==> config.mk <==
export PLATFORM = sky130hd
export DESIGN_NAME = rcpa2_err_monitor_flat
export DESIGN_NICKNAME = d
export VERILOG_FILES = /design/src/rtl/rcpa2_err_monitor_if.sv /design/src/rtl/rcpa2_err_monitor.sv /design/src/flat_wrapper.sv
export SDC_FILE = /design/constraint.sdc
export NUM_CORES = 1
export LEC_CHECK = 0
export CAP_MARGIN = 15
export CORE_UTILIZATION = 29
export DETAILED_ROUTE_END_ITERATION = 16
export PLACE_DENSITY = 0.47
export SETUP_SLACK_MARGIN = 0.3
export SLEW_MARGIN = 20
export SYNTH_ARGS = -nofsm -noshare
export SYNTH_HDL_FRONTEND = slang
export SYNTH_SLANG_ARGS = --single-unit
export TNS_END_PERCENT = 20
==> constraint.sdc <==
create_clock -name clk -period 3 [get_ports clk]
set_clock_uncertainty 0.05 [all_clocks]
set_input_delay 0.6 -clock clk [delete_from_list [all_inputs] [get_ports clk]]
set_output_delay 0.6 -clock clk [all_outputs]
set_load 0.05 [all_outputs]
==> src/rtl/rcpa2_err_monitor_if.sv <==
// Sample/control/result bundle between a stimulus source and the approximate-adder error monitor.
interface rcpa2_err_monitor_if #(
    parameter int N     = 8,
    parameter int CNT_W = 16
);
    logic             start;
    logic [CNT_W-1:0] num_samples;
    logic             in_valid;
    logic             in_ready;
    logic [N-1:0]     a;
    logic [N-1:0]     b;
    logic [N-1:0]     approx_sum;
    logic             busy;
    logic             done;
    logic [CNT_W-1:0] err_count;
    logic [N:0]       max_ed;
    logic [N+CNT_W:0] sum_ed;

    modport master (
        output start, num_samples, in_valid, a, b, approx_sum,
        input  in_ready, busy, done, err_count, max_ed, sum_ed
    );

    modport slave (
        input  start, num_samples, in_valid, a, b, approx_sum,
        output in_ready, busy, done, err_count, max_ed, sum_ed
    );
endinterface

==> src/rtl/rcpa2_err_monitor.sv <==
// Measures error statistics (error count, max and sum of error distance) of an
// approximate N-bit adder over a run of num_samples accepted samples.
module rcpa2_err_monitor #(
    parameter int N     = 8,
    parameter int CNT_W = 16
) (
    input  logic                clk,
    input  logic                rst_n,
    rcpa2_err_monitor_if.slave  bus
);
    localparam int SW = N + 1 + CNT_W;

    typedef enum logic [1:0] {
        IDLE = 2'd0,
        RUN  = 2'd1,
        DONE = 2'd2
    } state_t;

    state_t           state_q, state_d;
    logic [CNT_W-1:0] cnt_q, target_q, cnt_inc;
    logic [CNT_W-1:0] err_q;
    logic [N:0]       max_q;
    logic [SW-1:0]    sum_q;
    logic [N:0]       exact, approx, ed;
    logic             start_ok, accept, last;

    // The approximate adder has no carry-out, so its sum is compared zero-extended.
    assign exact    = {1'b0, bus.a} + {1'b0, bus.b};
    assign approx   = {1'b0, bus.approx_sum};
    assign ed       = (exact >= approx) ? (exact - approx) : (approx - exact);

    assign start_ok = bus.start && ((state_q == IDLE) || (state_q == DONE));
    assign accept   = bus.in_valid && (state_q == RUN);
    assign cnt_inc  = cnt_q + CNT_W'(1);
    assign last     = (cnt_inc == target_q);

    always_comb begin
        // NOTE: next-state gets a default before the case so no path leaves it unassigned (no latch).
        state_d = state_q;
        case (state_q)
            IDLE, DONE: if (bus.start) state_d = (bus.num_samples == '0) ? DONE : RUN;
            RUN:        if (accept && last) state_d = DONE;
            default:    state_d = IDLE;
        endcase
    end

    always_ff @(posedge clk or negedge rst_n) begin
        // NOTE: sequential state uses non-blocking assignment so all registers update from pre-edge values.
        if (!rst_n) state_q <= IDLE;
        else        state_q <= state_d;
    end

    // A restart only clears; accumulation is impossible on that edge since accept needs RUN.
    always_ff @(posedge clk or negedge rst_n) begin
        if (!rst_n) begin
            cnt_q    <= '0;
            target_q <= '0;
            err_q    <= '0;
            max_q    <= '0;
            sum_q    <= '0;
        end else if (start_ok) begin
            cnt_q    <= '0;
            target_q <= bus.num_samples;
            err_q    <= '0;
            max_q    <= '0;
            sum_q    <= '0;
        end else if (accept) begin
            cnt_q <= cnt_inc;
            if (ed != '0)   err_q <= err_q + CNT_W'(1);
            if (ed > max_q) max_q <= ed;
            sum_q <= sum_q + SW'(ed);
        end
    end

    assign bus.in_ready  = (state_q == RUN);
    assign bus.busy      = (state_q == RUN);
    assign bus.done      = (state_q == DONE);
    assign bus.err_count = err_q;
    assign bus.max_ed    = max_q;
    assign bus.sum_ed    = sum_q;
endmodule

==> src/flat_wrapper.sv <==
// flat-port wrapper written by rule: the top's interface ports become plain ports
module rcpa2_err_monitor_flat 
#(
    parameter int N     = 8,
    parameter int CNT_W = 16
)
  (clk, rst_n, bus_start, bus_num_samples, bus_in_valid, bus_a, bus_b, bus_approx_sum, bus_in_ready, bus_busy, bus_done, bus_err_count, bus_max_ed, bus_sum_ed);
  rcpa2_err_monitor_if #(.N(N), .CNT_W(CNT_W)) bus_i ();
  input  logic clk;
  input  logic rst_n;
  input wire logic [$bits(bus_i.start)-1:0] bus_start;
  input wire logic [$bits(bus_i.num_samples)-1:0] bus_num_samples;
  input wire logic [$bits(bus_i.in_valid)-1:0] bus_in_valid;
  input wire logic [$bits(bus_i.a)-1:0] bus_a;
  input wire logic [$bits(bus_i.b)-1:0] bus_b;
  input wire logic [$bits(bus_i.approx_sum)-1:0] bus_approx_sum;
  output wire logic [$bits(bus_i.in_ready)-1:0] bus_in_ready;
  output wire logic [$bits(bus_i.busy)-1:0] bus_busy;
  output wire logic [$bits(bus_i.done)-1:0] bus_done;
  output wire logic [$bits(bus_i.err_count)-1:0] bus_err_count;
  output wire logic [$bits(bus_i.max_ed)-1:0] bus_max_ed;
  output wire logic [$bits(bus_i.sum_ed)-1:0] bus_sum_ed;
  assign bus_i.start = bus_start;
  assign bus_i.num_samples = bus_num_samples;
  assign bus_i.in_valid = bus_in_valid;
  assign bus_i.a = bus_a;
  assign bus_i.b = bus_b;
  assign bus_i.approx_sum = bus_approx_sum;
  assign bus_in_ready = bus_i.in_ready;
  assign bus_busy = bus_i.busy;
  assign bus_done = bus_i.done;
  assign bus_err_count = bus_i.err_count;
  assign bus_max_ed = bus_i.max_ed;
  assign bus_sum_ed = bus_i.sum_ed;
  rcpa2_err_monitor #(.N(N), .CNT_W(CNT_W)) u_core (.clk(clk), .rst_n(rst_n), .bus(bus_i));
endmodule
* After elaboration in Yosys (flattened, before gate mapping)
Index checks and enable logic that the tools add are counted.
Cells by class: $lt $le $gt $ge 2, reductions and logical operators 14, eq/ne operators 5, mux-type cells 15, add/subtract/negate cells 6
Operators by type and width (number):
- 16-bit two-way mux | 5
- 25-bit two-way mux | 2
- 9-bit two-way mux | 4
- 16-bit by 1-bit adder with 16-bit output (second input constant) | 2
- 25-bit by 9-bit adder with 25-bit output | 1
- 16-bit equality test | 1
- 16-bit logical NOT | 1
- 8-bit by 8-bit adder with 9-bit output | 1
- 9-bit by 8-bit greater-or-equal comparator with 1-bit output | 1
- 9-bit > comparator | 1
- 9-bit nonzero test | 1
- 8-bit by 9-bit subtractor with 9-bit output | 1
- 9-bit by 8-bit subtractor with 9-bit output | 1
- 2-bit two-way mux | 3
- 2-bit AND reduction | 3
- 2-bit nonzero test | 3
- 2-bit case mux with 2 select lines | 1
- 1-bit logical AND | 3
- 2-bit by 1-bit equality test with 1-bit output (second input constant) | 1
- 2-bit equality test (second input constant) | 1
- 2-bit logical NOT | 1
- 2-bit by 1-bit != test with 1-bit output (second input constant) | 1
- 2-bit != test (second input constant) | 1
- 2-bit OR reduction | 1
- 1-bit logical OR | 1
Storage, ports and cells: register bits after elaboration 84, word-level logic and storage cells 48, output and inout port bits 53

* Logic depth before layout (Yosys ltp)
word-level depth 7, gate-level depth with buffers 25, depth with buffers taken out 24

* Least setup slack after synthesis
No wires, ideal clock.
kind input -> register, from input bus_b[1], to register u_core.sum_q[10] (netlist: u_core.bus.sum_ed[10]), arrival 5.338 ns, stages 24, setup slack -2.520 ns, library setup time 0.132 ns, path through ha_1 -> a21o_1 -> a21oi_1 -> o21bai_1 -> a21oi_1 -> xnor2_1 -> ha_1 -> buf_6 -> and2_4 -> a221o_4 -> o311a_4 -> o32a_1 -> nor2_4 -> buf_2 -> ha_1 -> a21o_1 -> a21oi_1 -> o21bai_1 -> a21oi_1 -> o21bai_1 -> a21oi_1 -> clkbuf_1 -> xor2_1 -> nor2_1
On the way: cells in the longest elaborated chain, start to end 6, elaborated cells on any way between the ends 8, classes of those cells add/sub: 4; order compare: 1; mux: 3
Ends and longest elaborated chain:
- start: declaration | line flat_wrapper.sv:15 | input wire logic [$bits(bus_i.b)-1:0] bus_b;
- 8-bit by 8-bit adder with 9-bit output * | line rcpa2_err_monitor.sv:28 | assign exact = {1'b0, bus.a} + {1'b0, bus.b};
- 8-bit by 9-bit subtractor with 9-bit output, or another cell as far along | line rcpa2_err_monitor.sv:30 | assign ed = (exact >= approx) ? (exact - approx) : (approx - exact);
- 9-bit two-way mux * | line rcpa2_err_monitor.sv:30
- 25-bit by 9-bit adder with 25-bit output * | line rcpa2_err_monitor.sv:71 | sum_q <= sum_q + SW'(ed);
- 25-bit two-way mux * | line rcpa2_err_monitor.sv:67 | end else if (accept) begin
- 25-bit two-way mux * | line rcpa2_err_monitor.sv:61 | end else if (start_ok) begin
- end signal: assignment | line rcpa2_err_monitor.sv:71
- end: declaration | line rcpa2_err_monitor.sv:23 | logic [SW-1:0] sum_q;
Every way passes the cells marked *; elsewhere a longest branch is shown, timed or not. The select of a mux whose other input is x is not followed. A chain may end at the register's enable or synchronous reset.

* Final worst setup path
from input bus_b[1], to register u_core.sum_q[17] (netlist: u_core.bus.sum_ed[17])
The elaborated chain is that of the path after synthesis.

==> results.json <==
{
  "status": "finished, violations left",
  "failed_checks": "negative setup slack",
  "cp_common_cell": "a21oi_4",
  "max_stage_delay_ns": 0.30,
  "dr.pass1.iters": 5,
  "cts_tree": "done",
  "p_leak_nw": 4.12,
  "synthesis.nets": 831,
  "drt-vias-per-instance": 5.13,
  "crit_path_end_kind": "flip-flop",
  "setup_slack_ns": -1.87,
  "netSwitchingPower_mw": 3.78,
  "yosysMostFrequentCell": "nand2_1",
  "relSlewSlack_pct": 46.2,
  "power_density_nw_per_um2": 869,
  "fin_cells": 1220,
  "synth_xor_area_share_pct": 6.18,
  "internal_power_mw": 4.37,
  "swShare_pct": 46.4,
  "dieArea_um2": 22600,
  "ant_nets": 0,
  "initial_core_util_pct": 29.9,
  "cts_made_buffers": 9,
  "fin_crit_ns": 4.87,
  "area_growth_pct": 47.2,
  "final-setup-viol-count": 49,
  "synthTopCellsByArea": "dfrtp_1 33%, ha_1 9.2%, nand2_1 5.9%, o21ai_0 3.8%, xnor2_1 3.4%",
  "critPathRequiredTime_ns": 3.19,
  "post-dp-hpwl_mm": 14.9,
  "grt_usage_pct": 18.9,
  "maxCapViolations": 0,
  "gr-total-overflow": 0,
  "max_freq_mhz": 205,
  "avgSynthCellArea_um2": 8.66,
  "critPathKind": "input port to flip-flop",
  "hold_viol": 0,
  "synth_compound_area_share_pct": 20.8,
  "n_antenna_cell": 0,
  "synth_edf_count": 0,
  "nNetsFinal": 1035,
  "synth_top_family_by_area": "simple AND/OR/NAND/NOR gates",
  "path_max_fanout": 7,
  "drive_gt1_share_pct": 27.9,
  "ys_ff_latch": 84,
  "synth_top_area_share_pct": 33.0,
  "die_x_um": 150,
  "grt_pass1_wl_mm": 33.4,
  "dpl.cell_count": 1185,
  "io_pins": 97,
  "clockRootBuffer": "clkbuf_16",
  "synthFlopType": "dfrtp_1",
  "cts_max_level": 3,
  "drt_first_iter_violations": 312,
  "drt_wl_total_mm": 20.2,
  "num_rows": 53,
  "synthArstFlopShare_pct": 100,
  "ys_warn_count": 0,
  "synth_simple_gate_area_share_pct": 22.8,
  "synth_cell_types": 82,
  "max_slew.worst_pin.slew_ns": 0.804,
  "yosys.area_share.adder_pct": 10.5,
  "clk_pin_slew_ns": 0.07,
  "grt_pass1_vias": 6505,
  "crit_arrival_ns": 5.07,
  "cts_buffer_depth": 2,
  "worst_path_max_delay_cell": "a2111oi_4",
  "tns_ns": -72.95,
  "finalCritPeriodShare_pct": 162,
  "wl_per_cell_um": 16.6,
  "p_clk_share_pct": 13.5,
  "synth_mux_area_share_pct": 1.85,
  "crit_path_start_kind": "input port",
  "p_seq_share_pct": 22.3,
  "portBuffers": 96,
  "fp.dieH_um": 150,
  "vias": 6262,
  "ir_drop_mv": 0.361,
  "gp_congestion": 0.828,
  "cts_sinks": 84,
  "drc_errors": 0,
  "comb_power_share_pct": 64.2,
  "synth.largest_area_cell": "dfrtp_1",
  "rsz0062_at_grt": "yes",
  "yosysSeqAreaShare_pct": 33.0,
  "syn_inst": 736,
  "fin_util_pct": 44.1,
  "antenna_found_initial": 0,
  "synth_area_um2": 6370,
  "synthTopCellsByCount": "101 x nand2_1, 84 x dfrtp_1, 49 x o21ai_0",
  "grt_max_degree": 52,
  "hold_path_class": "input port to asynchronous set/reset pin",
  "worstSkewPairLatency_ns": 0.35,
  "coreArea_um2": 21300,
  "whs_ns": 0.147,
  "reg2reg_depth": 8,
  "drv_slew": 0
}
-- critical path: cells and delay by family --
family / cells / cell delay [ns]
AOI/OAI and AO/OA: 14 / 2.41
xor gates and xnor gates: 1 / 0.16
adders and majority gates: 3 / 0.79
buffers and inverters: 4 / 0.46
and+or+nand+nor: 5 / 0.64
-- routing by layer --
| layer | vias up | GRT usage, % | routed length [um] |
|---|---|---|---|
| li1 | 3062 | - | - |
| met1 | 3060 | 25.2 | 9740 |
| met2 | 123 | 31.9 | 9710 |
| met3 | 17 | 2.70 | 573 |
| met4 | 0 | 4.44 | 226 |
| met5 | - | 0 | 0 |
-- power groups by stage --
| stage | clock, mW | sequential [mW] | combinational (mW) |
|---|---|---|---|
| 6_report | 1.10 | 1.82 | 5.24 |
| 5_1_grt | 1.18 | 1.87 | 5.72 |
| 4_1_cts | 1.13 | 1.82 | 5.04 |
| 3_5_place_dp | 0 | 1.84 | 4.66 |
| 3_3_place_gp | 0 | 1.83 | 4.60 |
| 2_1_floorplan | 0 | 2.31 | 2.42 |
-- cell families (layout without fill, tap and decap cells) --
group,after synthesis,count (layout)
buffers and inverters,76,285
AOI/OAI and AO/OA,183,183
and+or+nand+nor,286,286
DFF,84,84
adders and majority gates,51,51
xor gates and xnor gates,45,45
muxes,11,11
-- placed cells by master, fill, tap and decap left out, drive strengths merged, types with 15 or more instances in the layout --
master | synthesis | layout
a21oi | 36 | 36
a31oi | 15 | 15
and3 | 20 | 20
buf | 12 | 133
clkdlybuf4s50 | 0 | 87
dfrtp | 84 | 84
ha | 47 | 47
inv | 44 | 46
nand2 | 101 | 101
nand3 | 34 | 34
nor2 | 43 | 43
o21ai | 53 | 53
xnor2 | 25 | 25
xor2 | 20 | 20
-- timing repair --
item,in CTS,in global routing
setup endpoints to repair,49,53
buffers inserted,12,6
hold buffers,0,0
endpoints found under the hold margin,0,0
pin swaps,41,51
resized for setup,73,52
cloned,1,0
-- metrics by stage --
stage | area [um^2] | total power [mW] | setup slack (ns)
after CTS | 9120 | 7.99 | -2.06
after global routing | 9380 | 8.77 | -2.06
after global placement | 8480 | 6.43 | -2.70
after detailed placement | 8480 | 6.50 | -2.86
final | 9380 | 8.15 | -1.87
after floorplan | 6480 | 4.73 | -2.05
-- final cells by class --
| cell class | count | area, um^2 |
|---|---|---|
| fillers | 2089 | 11900 |
| multi-input cells | 576 | 4470 |
| flip-flops and latches | 84 | 2110 |
| repair buffers | 225 | 2020 |
| well taps | 275 | 344 |
| clock buffers | 10 | 239 |
| inverters | 44 | 165 |
| clock inverters | 6 | 47.5 |
-- state kept, by name, indices dropped and copies added, names as in the netlist --
register	flops
u_core.cnt_q	16
u_core.bus.max_ed	9
u_core.bus.sum_ed	25
u_core.bus.err_count	16
u_core.state_q	2
u_core.target_q	16
-- final timing paths --
path	startpoint	end	slack, ns
max in group asynchronous	rst_n	u_core.state_q[0]	2.07
hold reg to reg	u_core.target_q[7]	u_core.target_q[7]	0.45
setup reg to reg	u_core.cnt_q[6]	u_core.state_q[0]	0.45
hold / removal	rst_n	u_core.bus.sum_ed[20]	0.15
min in group clk	u_core.target_q[7]	u_core.target_q[7]	0.45
setup / recovery	bus_b[1]	u_core.bus.sum_ed[17]	-1.87
No activity file was read; power rests on OpenSTA's default activity.
